## config.mk

```make
export PLATFORM = sky130hd
export DESIGN_NAME = ascon_hash_padder
export DESIGN_NICKNAME = d
export VERILOG_FILES = /design/src/rtl/ascon_hash_padder.sv
export SDC_FILE = /design/constraint.sdc
export NUM_CORES = 1
export LEC_CHECK = 0
export CAP_MARGIN = 20
export CORE_ASPECT_RATIO = 0.75
export CORE_UTILIZATION = 34
export CTS_BUF_LIST = sky130_fd_sc_hd__clkbuf_16
export DETAILED_ROUTE_END_ITERATION = 10
export GPL_ROUTABILITY_DRIVEN = 0
export SYNTH_ARGS = -nofsm -noshare
export SYNTH_HDL_FRONTEND = slang
export SYNTH_SLANG_ARGS = --single-unit
```

## constraint.sdc

```tcl
create_clock -name clk -period 5.7 [get_ports clk]
set_input_delay 0.57 -clock clk [delete_from_list [all_inputs] [get_ports clk]]
set_output_delay 0.57 -clock clk [all_outputs]
set_load 0.005 [all_outputs]
```

## src/rtl/ascon_hash_padder.sv

```systemverilog
// Ascon hash front end: packs message bytes into 64-bit rate blocks,
// appends 0x80 + zero padding and flags the final block.
module ascon_hash_padder #(
  parameter int RATE_BYTES = 8
) (
  input  logic        clk,
  input  logic        rst_n,
  input  logic        in_valid,
  output logic        in_ready,
  input  logic [7:0]  in_data,
  input  logic        in_last,
  input  logic        in_empty,
  output logic        blk_valid,
  input  logic        blk_ready,
  output logic [63:0] blk_data,
  output logic        blk_last
);

  localparam logic [2:0] LastIdx = 3'(RATE_BYTES - 1);
  localparam logic [63:0] PadBlk = 64'h8000_0000_0000_0000;

  typedef enum logic [1:0] {FILL, EMIT, PADBLK} state_t;

  state_t      state, state_nx;
  logic [2:0]  idx, idx_nx;
  logic [63:0] acc, acc_nx;
  logic [63:0] data_q, data_nx;
  logic        last_q, last_nx;
  logic        pad_q, pad_nx;

  logic [5:0]  sh_byte, sh_pad;
  logic [63:0] byte_w, pad_here, pad_next;

  // slot idx lives at bits [63-8*idx -: 8]
  assign sh_byte  = {~idx, 3'b000};
  assign sh_pad   = sh_byte - 6'd8;
  assign byte_w   = {56'd0, in_data} << sh_byte;
  assign pad_here = 64'h80 << sh_byte;
  assign pad_next = 64'h80 << sh_pad;

  assign in_ready  = (state == FILL);
  assign blk_valid = (state != FILL);
  assign blk_data  = data_q;
  assign blk_last  = last_q;

  always_comb begin
    state_nx = state;
    idx_nx   = idx;
    acc_nx   = acc;
    data_nx  = data_q;
    last_nx  = last_q;
    pad_nx   = pad_q;
    unique case (state)
      FILL: begin
        if (in_valid) begin
          if (in_empty) begin
            if (in_last) begin
              data_nx  = acc | pad_here;
              last_nx  = 1'b1;
              idx_nx   = '0;
              acc_nx   = '0;
              state_nx = EMIT;
            end
          end else if (idx == LastIdx) begin
            data_nx  = acc | byte_w;
            last_nx  = 1'b0;
            pad_nx   = in_last;
            idx_nx   = '0;
            acc_nx   = '0;
            state_nx = EMIT;
          end else if (in_last) begin
            data_nx  = acc | byte_w | pad_next;
            last_nx  = 1'b1;
            idx_nx   = '0;
            acc_nx   = '0;
            state_nx = EMIT;
          end else begin
            acc_nx = acc | byte_w;
            idx_nx = idx + 3'd1;
          end
        end
      end
      EMIT: begin
        if (blk_ready) begin
          if (pad_q) begin
            data_nx  = PadBlk;
            last_nx  = 1'b1;
            pad_nx   = 1'b0;
            state_nx = PADBLK;
          end else begin
            state_nx = FILL;
          end
        end
      end
      PADBLK: begin
        if (blk_ready) state_nx = FILL;
      end
      default: state_nx = FILL;
    endcase
  end

  always_ff @(posedge clk or negedge rst_n) begin
    if (!rst_n) begin
      state  <= FILL;
      idx    <= '0;
      acc    <= '0;
      data_q <= '0;
      last_q <= 1'b0;
      pad_q  <= 1'b0;
    end else begin
      state  <= state_nx;
      idx    <= idx_nx;
      acc    <= acc_nx;
      data_q <= data_nx;
      last_q <= last_nx;
      pad_q  <= pad_nx;
    end
  end

endmodule

```

==> results of run 1 <==
==> worst max-delay path: cells and delay by family (launching register included) <==
family | cells | cell delay [ns]
flip-flops | 1 | 0.60
AND/OR/NAND/NOR | 1 | 0.24
adder cells (fa/ha/maj) | 2 | 0.64
AO/OA/AOI/OAI | 2 | 0.98
buffers and inverters | 1 | 0.49
==> per-layer routing <==
metal	up-vias	routed length [um]	part of all wire [%]
li1	1993	-	-
met1	2213	7520	50
met2	167	6350	42
met3	16	1010	6.7
met4	0	153	1.0
met5	-	0	0
==> final cells by class <==
cell class	count	area, sq um	area share [%]
clock buffers	17	425	5.82
well taps	210	263	3.59
repair buffers	86	873	11.9
multi-input cells	315	2120	29.0
flip-flops and latches	135	3380	46.2
inverters	11	41.3	0.565
clock inverters	15	210	2.88
==> state kept, by name (all words and copies together), names as in the netlist <==
| register | flops |
|---|---|
| pad_q | 1 |
| idx | 3 |
| acc | 64 |
| state | 2 |
| blk_last | 1 |
| blk_data | 64 |
==> cells by family after synthesis <==
| family | synth area share (%) |
|---|---|
| buffers and inverters | 3.66 |
| AOI/OAI and AO/OA | 26.1 |
| and+or+nand+nor | 8.86 |
| xor gates and xnor gates | 0.154 |
| adders and majority gates | 1.76 |
| DFF | 59.5 |
==> report_power, final <==
| group | switching, mW | leakage, nW | total (mW) | internal [mW] |
|---|---|---|---|---|
| combinational | 0.280 | 0.964 | 0.558 | 0.278 |
| clock | 0.411 | 0.307 | 1.18 | 0.770 |
| sequential | 0.109 | 1.84 | 1.20 | 1.09 |
| total | 0.801 | 3.11 | 2.94 | 2.14 |
==> stage by stage <==
| step | setup slack [ns] | cells | utilization [%] |
|---|---|---|---|
| 2_1_floorplan | 3.46 | 504 | - |
| 3_3_place_gp | 2.47 | 755 | 41.1 |
| 3_5_place_dp | 2.35 | 756 | 41.1 |
| 4_1_cts | 2.66 | 788 | 45.0 |
| 5_1_grt | 2.41 | 789 | 45.2 |
| 6_report | 2.64 | 789 | 45.2 |
==> synthesized netlist by cell type, drive strengths merged <==
master / number / area share, %
nor3b: 2 / 0.26
a32oi: 1 / 0.15
or4: 2 / 0.26
nand2: 7 / 0.46
nor3: 7 / 0.82
xnor2: 1 / 0.15
inv: 11 / 0.73
o311ai: 1 / 0.15
nor2b: 4 / 0.44
dfrtp: 135 / 59
nand3: 2 / 0.18
a211o: 3 / 0.46
a21oi: 95 / 8.4
a221o: 1 / 0.18
nor4: 5 / 1.1
ha: 8 / 1.8
a32o: 4 / 0.71
or2: 1 / 0.11
a22o: 34 / 5.2
clkbuf: 30 / 2.0
o22ai: 1 / 0.11
and3: 1 / 0.11
a221oi: 1 / 0.15
or3: 4 / 0.53
a31oi: 4 / 0.44
or3b: 1 / 0.15
o21ai: 5 / 0.44
a22oi: 1 / 0.13
o31a: 1 / 0.15
nand4: 2 / 0.22
a31o: 1 / 0.15
o31ai: 1 / 0.13
nor2: 47 / 3.3
o2bb2ai: 58 / 8.9
o41ai: 1 / 0.15
buf: 13 / 0.95
nand2b: 8 / 0.88
==> worst max path at each step <==
stage,from,end,cells past startpoint
finish,idx[0],blk_data[20],6
floorplan,idx[1],state[0],7
global placement,in_empty,blk_data[15],5
global route,idx[0],blk_data[20],6
detailed placement,in_empty,blk_data[25],5
CTS,idx[1],blk_data[20],6
==> results.md, run 1 <==
- The final count of pins violating max slew came to 0.
- The layout has about 1.5k filler cells.
- The maximum number of pins on one net before global-route repair is 70.
- Across all layers, the routed design uses ~4.4k vias.
- The repair_antennas step left the layout with diodes totalling 0.
- The synthesized instance count is 504.
- The pre-antenna-repair detailed-routing pass consisted of 5 iterations.
- Setup repair after global routing left no endpoint under its margin.
- Counting every sink on the clock net gives 135.
- The share of the cycle needed by the critical path after routing is between 50% and 60%.
- The initial DRC count is approximately 240.
- Traced cell by cell, the critical path runs through ha_1 > ha_1 > nor2b_1 > o21ai_4 > buf_4 > o2bb2ai_1.
- The cell repeated most along the worst path is ha_1.
- The total power draw is about 3 mW.
- The post-cts repair resize count is 0.
- The summed negative setup slack over all endpoints is 0 ns.
- The starting density of the core is between 30% and 40%.
- The number of distinct library cells after synthesis is 45.
- The layer flagged by global routing as most heavily used is met1.
- The launching point of the worst reg2reg path is idx[0].
- The mean area per synthesized cell is between 10 and 15 sq um.
- For this run, the total global-route usage over all layers was measured as 18.8%.
- The CTS tree is done.
- The library cell used most frequently in the layout, excluding fill and tap cells, is dfrtp_1.
- Cells with a size suffix above 1 make up between 8 and 9% of the layout.
- The post-synthesis cell area is roughly 0.0057 sq mm.
- The final-report hold violation count was 0.
- Sequential elements use 59.5% of the synthesized area.
- The final clock skew is around 0.0063 ns.
- The wire-length estimate of the detail-placed layout is around 9700 um.
- The total power divided by cell area is 402 mW/mm^2.
- Measured along the y axis, the die boundary spans 114 um.
- Setup violations remaining at the end of the flow were counted as 0.
- The worst setup path is of the reg -> reg kind.
- The count of input and output buffers is 80.
- Synthesis inferred 135 register bits.
- The detailed-route wire length is 15000 um.
- The final routed wire length divided by cell count is 19.0 um.
- Data arrives at the worst endpoint at 3.39 ns.
- At the pin with the least slew margin, the transition time is between 1 and 1.5 ns.
- The global-route track usage on met1 is approximately 30%.
- The clock latency at the later pin of the worst-skew pair is around 0.42 ns.
- The tree is rooted in a clkbuf_16.
- Leaving out fill and tap cells, the most frequent cells in the layout are 135 x dfrtp_1, 95 x a21oi_1, 79 x clkdlybuf4s50_1, 58 x o2bb2ai_1, 44 x nor2_1.
- The worst register-to-register path ends at blk_data[20].
- After global routing the overflow that remains totals 0.
- For met2 alone, demand over resource in global routing was 26.1%.
- The remaining design rule violation count is 0.
- The top fanout value on the critical path is 34.
- The die footprint is about 0.017 sq mm.
- 81 I/O pins were placed.
- Measured in cells, the most critical reg-to-reg path has a length of 6.
- In this run, post-CTS hold repair placed 0 buffers.
- Across the run, the number of max-cap violations was 0.
- The slowest stage of the critical path is the o21ai_4 cell.
- The relative area change from synthesis to final layout is 28.7%.
- The min-delay analysis places its worst path in the category in -> async.
- The first global-routing pass estimated about 25000 um of wire.
- For this run, the post-layout net count is between 500 and 600.
- The via count of the first global-routing pass is 4425.
- In this run the register-to-register setup slack is ~2.6 ns.
- During synthesis, Yosys emitted a total of 0 warnings.
- After clock tree synthesis, the clock-pin slew on the worst setup and hold paths is approximately 0.060 ns.
- The H-tree generated during clock tree synthesis spans 4 levels.
- On the worst path, the slowest cell contributes a delay of approximately 0.8 ns.
- The maximum root-to-sink buffer count is 2.
- In this run the post-CTS setup repair buffer count came out at 0.
- The worst-case IR drop observed on VDD is roughly 0.22 mV.
- The routed design could run at a clock period as short as around 3.1 ns.
- At the worst endpoint, the required time is around 6 ns.
- The initial antenna violation count is 0.
- The worst hold-check slack is ~0.25 ns.
- Global routing used 3.40% of the available met3 tracks.
- The area of placed instances is about 0.0066 sq mm.
- The maximum clock frequency is roughly 330 MHz.
- In the routed layout, each cell is associated on average with a via count of roughly 5.6.
- The number of nets still failing antenna checks after routing is 0.
- STA classifies the critical path endpoint as a flop.
- Summed over all cells, the static leakage comes to 3.11 nW.
- After floorplanning, the core was sized to cover roughly 0.016 sq mm.
- The net count of the mapped netlist is about 530.
- The chip width is ~150 um.
- STA classifies the critical path startpoint as a flop.
- Counting the buffers created by CTS gives 17.
- The relative slew slack is 32.5%.
- Row generation in the floorplan step produced 40 rows.
- The run finished with clean final reports.
- The finished layout cell area is approximately 0.0073 sq mm.
(Power assumes the default switching activity.)
==> run 2: changes to the inputs <==
- clock period: 5.7 -> 2.9 ns (I/O delays scaled with it)
==> run 2 against run 1 <==
Against the previous run: global-route usage hardly changed; register-to-register slack worse by 2.1 ns; critical path depth stayed put; non-clock buffer count is 12 higher; maximum frequency is 27% higher; sequential share of layout area is 0.11 points lower; flip-flop and latch count stayed put; clock skew is 0.0025 ns higher; routed wire length is 0.55% higher; cell count is 1.5% higher; via count is 0.93% higher; critical path type unchanged; largest power group unchanged; highest routed layer unchanged.
==> results.md, run 2 (same netlist as run 1, synthesis figures left out) <==
- The top fanout value on the critical path came to 8 (-76%).
- The relative area change from synthesis to final layout is 29.0%.
- The maximum vdd ir drop is 0.440 mV (+100%).
- Setup repair after global routing left no endpoint under its margin.
- The summed negative setup slack over all endpoints is 0 ns (unchanged).
- The cell count of the worst reg-to-reg path came to 6 (unchanged).
- The count of input and output buffers is 80 (unchanged).
- TritonCTS built the clock tree.
- The final clock skew is 0.00878 ns (+0.00246 ns).
- The cell leakage power came to 3.14 nW (+0.81%).
- The fraction of layout instances using a drive strength above 1 is 10.2% (+1.9 points).
- The most common cell after layout, fill and taps aside is dfrtp_1.
- The worst path required time came to 3.25 ns (-2.78 ns).
- The final routed wire length divided by cell count is 18.9 um (-0.96%).
- The type of the worst setup path is reg -> reg.
- The actual slew at the worst max-slew pin is 0.858 ns (-0.147 ns).
- The count of inserted antenna diode cells came to 0 (unchanged).
- The clock latency at the later pin of the worst-skew pair is 0.42 ns (about the same).
- The number of inserted filler cells in the final layout is 1505 (+0.94%).
- The clock tree root buffer cell is clkbuf_16.
- The detailed-route wire length is 15100 um (+0.55%).
- The core area came to 0.0162 sq mm (unchanged).
- The type of the tightest min-delay check is in -> async.
- The total setup violations reported at the end of the flow is 0 (unchanged).
- The minimum period implied by the final worst setup slack came to 2.40 ns (-0.660 ns).
- The maximum root-to-sink buffer count is 2 (unchanged).
- The detailed-route vias per instance is 5.53 (-0.58%).
- The via count of the first global-routing pass was 4375 (-1.1%).
- The total power divided by cell area came to 746 mW/mm^2 (+85%).
- The half-perimeter wire length after placement is 9690 um (about the same).
- The combined global-route utilization of all metal layers is 18.9% (+0.035 points).
- The chip width is 151 um (unchanged).
- The remaining global-route overflow is 0 (unchanged).
- The wire length of the first global-routing pass came to 24600 um (-0.17%).
- The worst setup path is launched from a flop.
- The level count of the clock H-tree is 4 (unchanged).
- The buffer count from post-CTS setup fixing is 0 (unchanged).
- The final-report hold violation count is 0 (unchanged).
- The kind of end point of the critical path is a flop.
- The initial DRC count is 306 (+26%).
- The starting density of the core is 35.1% (unchanged).
- The number of nets still failing antenna checks after routing is 0 (unchanged).
- The max-capacitance violation count came to 0 (unchanged).
- The relative slew slack is 42.4% (+9.8 points).
- Leaving out fill and tap cells, the most frequent cells in the layout are 135 x dfrtp_1, 95 x a21oi_1, 79 x clkdlybuf4s50_1, 58 x o2bb2ai_1, 44 x nor2_1.
- The remaining design rule violation count came to 0 (unchanged).
- The share of the cycle needed by the critical path after routing is 82.9% (+29 points).
- The total number of placement rows is 40 (unchanged).
- The final count of pins violating max slew came to 0 (unchanged).
- The worst hold-check slack is 0.430 ns (+0.177 ns).
- The run finished with clean final reports.
- The number of clock buffers inserted by TritonCTS is 17 (unchanged).
- The number of nets in the final layout is 600 (+2.0%).
- The data arrival at the endpoint of the critical path came to 2.75 ns (-0.64 ns).
- The total vias in the final route is 4430 (+0.93%).
- The initial antenna violation count is 0 (unchanged).
- The top-level I/O count was 81 (unchanged).
- The height of the chip came to 114 um (unchanged).
- The maximum clock frequency is 416 MHz (+27%).
- The die footprint is 0.0172 sq mm (unchanged).
- The clock-pin slew on the worst setup and hold paths is 0.06 ns (about the same).
- The total iterations of the first detailed-routing run was 4 (-1).
- The sink count of the clock tree is 135 (unchanged).
- The maximum number of pins on one net before global-route repair is 90 (+29%).
## run 2: where the power goes
| group | internal, mW | switching (mW) |
|---|---|---|
| clock network | 1.16 | 0.818 |
| registers | 2.14 | 0.172 |
| logic | 0.574 | 0.594 |
## run 2: path summary, 6_finish.rpt
path	startpoint	end	slack [ns]
setup / recovery	idx[0]	acc[43]	0.50
hold / removal	rst_n	blk_data[33]	0.43
setup reg to reg	idx[0]	acc[43]	0.50
hold reg to reg	blk_data[4]	blk_data[4]	0.49
max in group asynchronous	rst_n	blk_data[60]	1.62
min in group clk	blk_data[4]	blk_data[4]	0.49
## run 2: area by class of cell
| cell class | count | area, sq um | share of cell area, % |
|---|---|---|---|
| Inverter | 11 | 41.3 | 0.564 |
| Tap cell | 210 | 263 | 3.59 |
| Multi-Input combinational cell | 315 | 2120 | 28.9 |
| Clock inverter | 15 | 115 | 1.57 |
| Sequential cell | 135 | 3380 | 46.1 |
| Clock buffer | 17 | 425 | 5.81 |
| Timing Repair Buffer | 98 | 986 | 13.5 |
## run 2: metrics by stage
stage | utilization (%) | area [sq um] | instances | setup slack, ns | total power [mW]
after floorplan | - | 5680 | 504 | 0.663 | 2.90
after global placement | 41.9 | 6780 | 768 | 0.463 | 3.50
after detailed placement | 41.9 | 6780 | 768 | 0.392 | 3.52
after CTS | 45.3 | 7330 | 801 | 0.505 | 5.51
after global routing | 45.3 | 7330 | 801 | 0.401 | 5.74
final | 45.3 | 7330 | 801 | 0.497 | 5.47
## run 2: worst max-delay path, stage by stage (launching register included)
cell and delay [ns]:
dfrtp_1 0.39, ha_1 0.27, ha_1 0.29, or3_1 0.47
or3_4 0.41, nor3_4 0.31, a22o_1 0.20
## run 2: what timing repair did
item / in CTS / in global routing
setup endpoints to repair: 0 / 0
gates resized for setup: 0 / 0
hold buffers: 1 / 0
hold endpoints to repair: 44 / 0
## run 2: metal layers
metal | global-route usage, % | vias to the layer above | share of wire [%]
met3 | 5.16 | 12 | 6.5
met4 | 5.87 | 0 | 0.84
met5 | 0 | - | 0
li1 | - | 2021 | -
met2 | 25.6 | 160 | 42
met1 | 28.8 | 2237 | 51
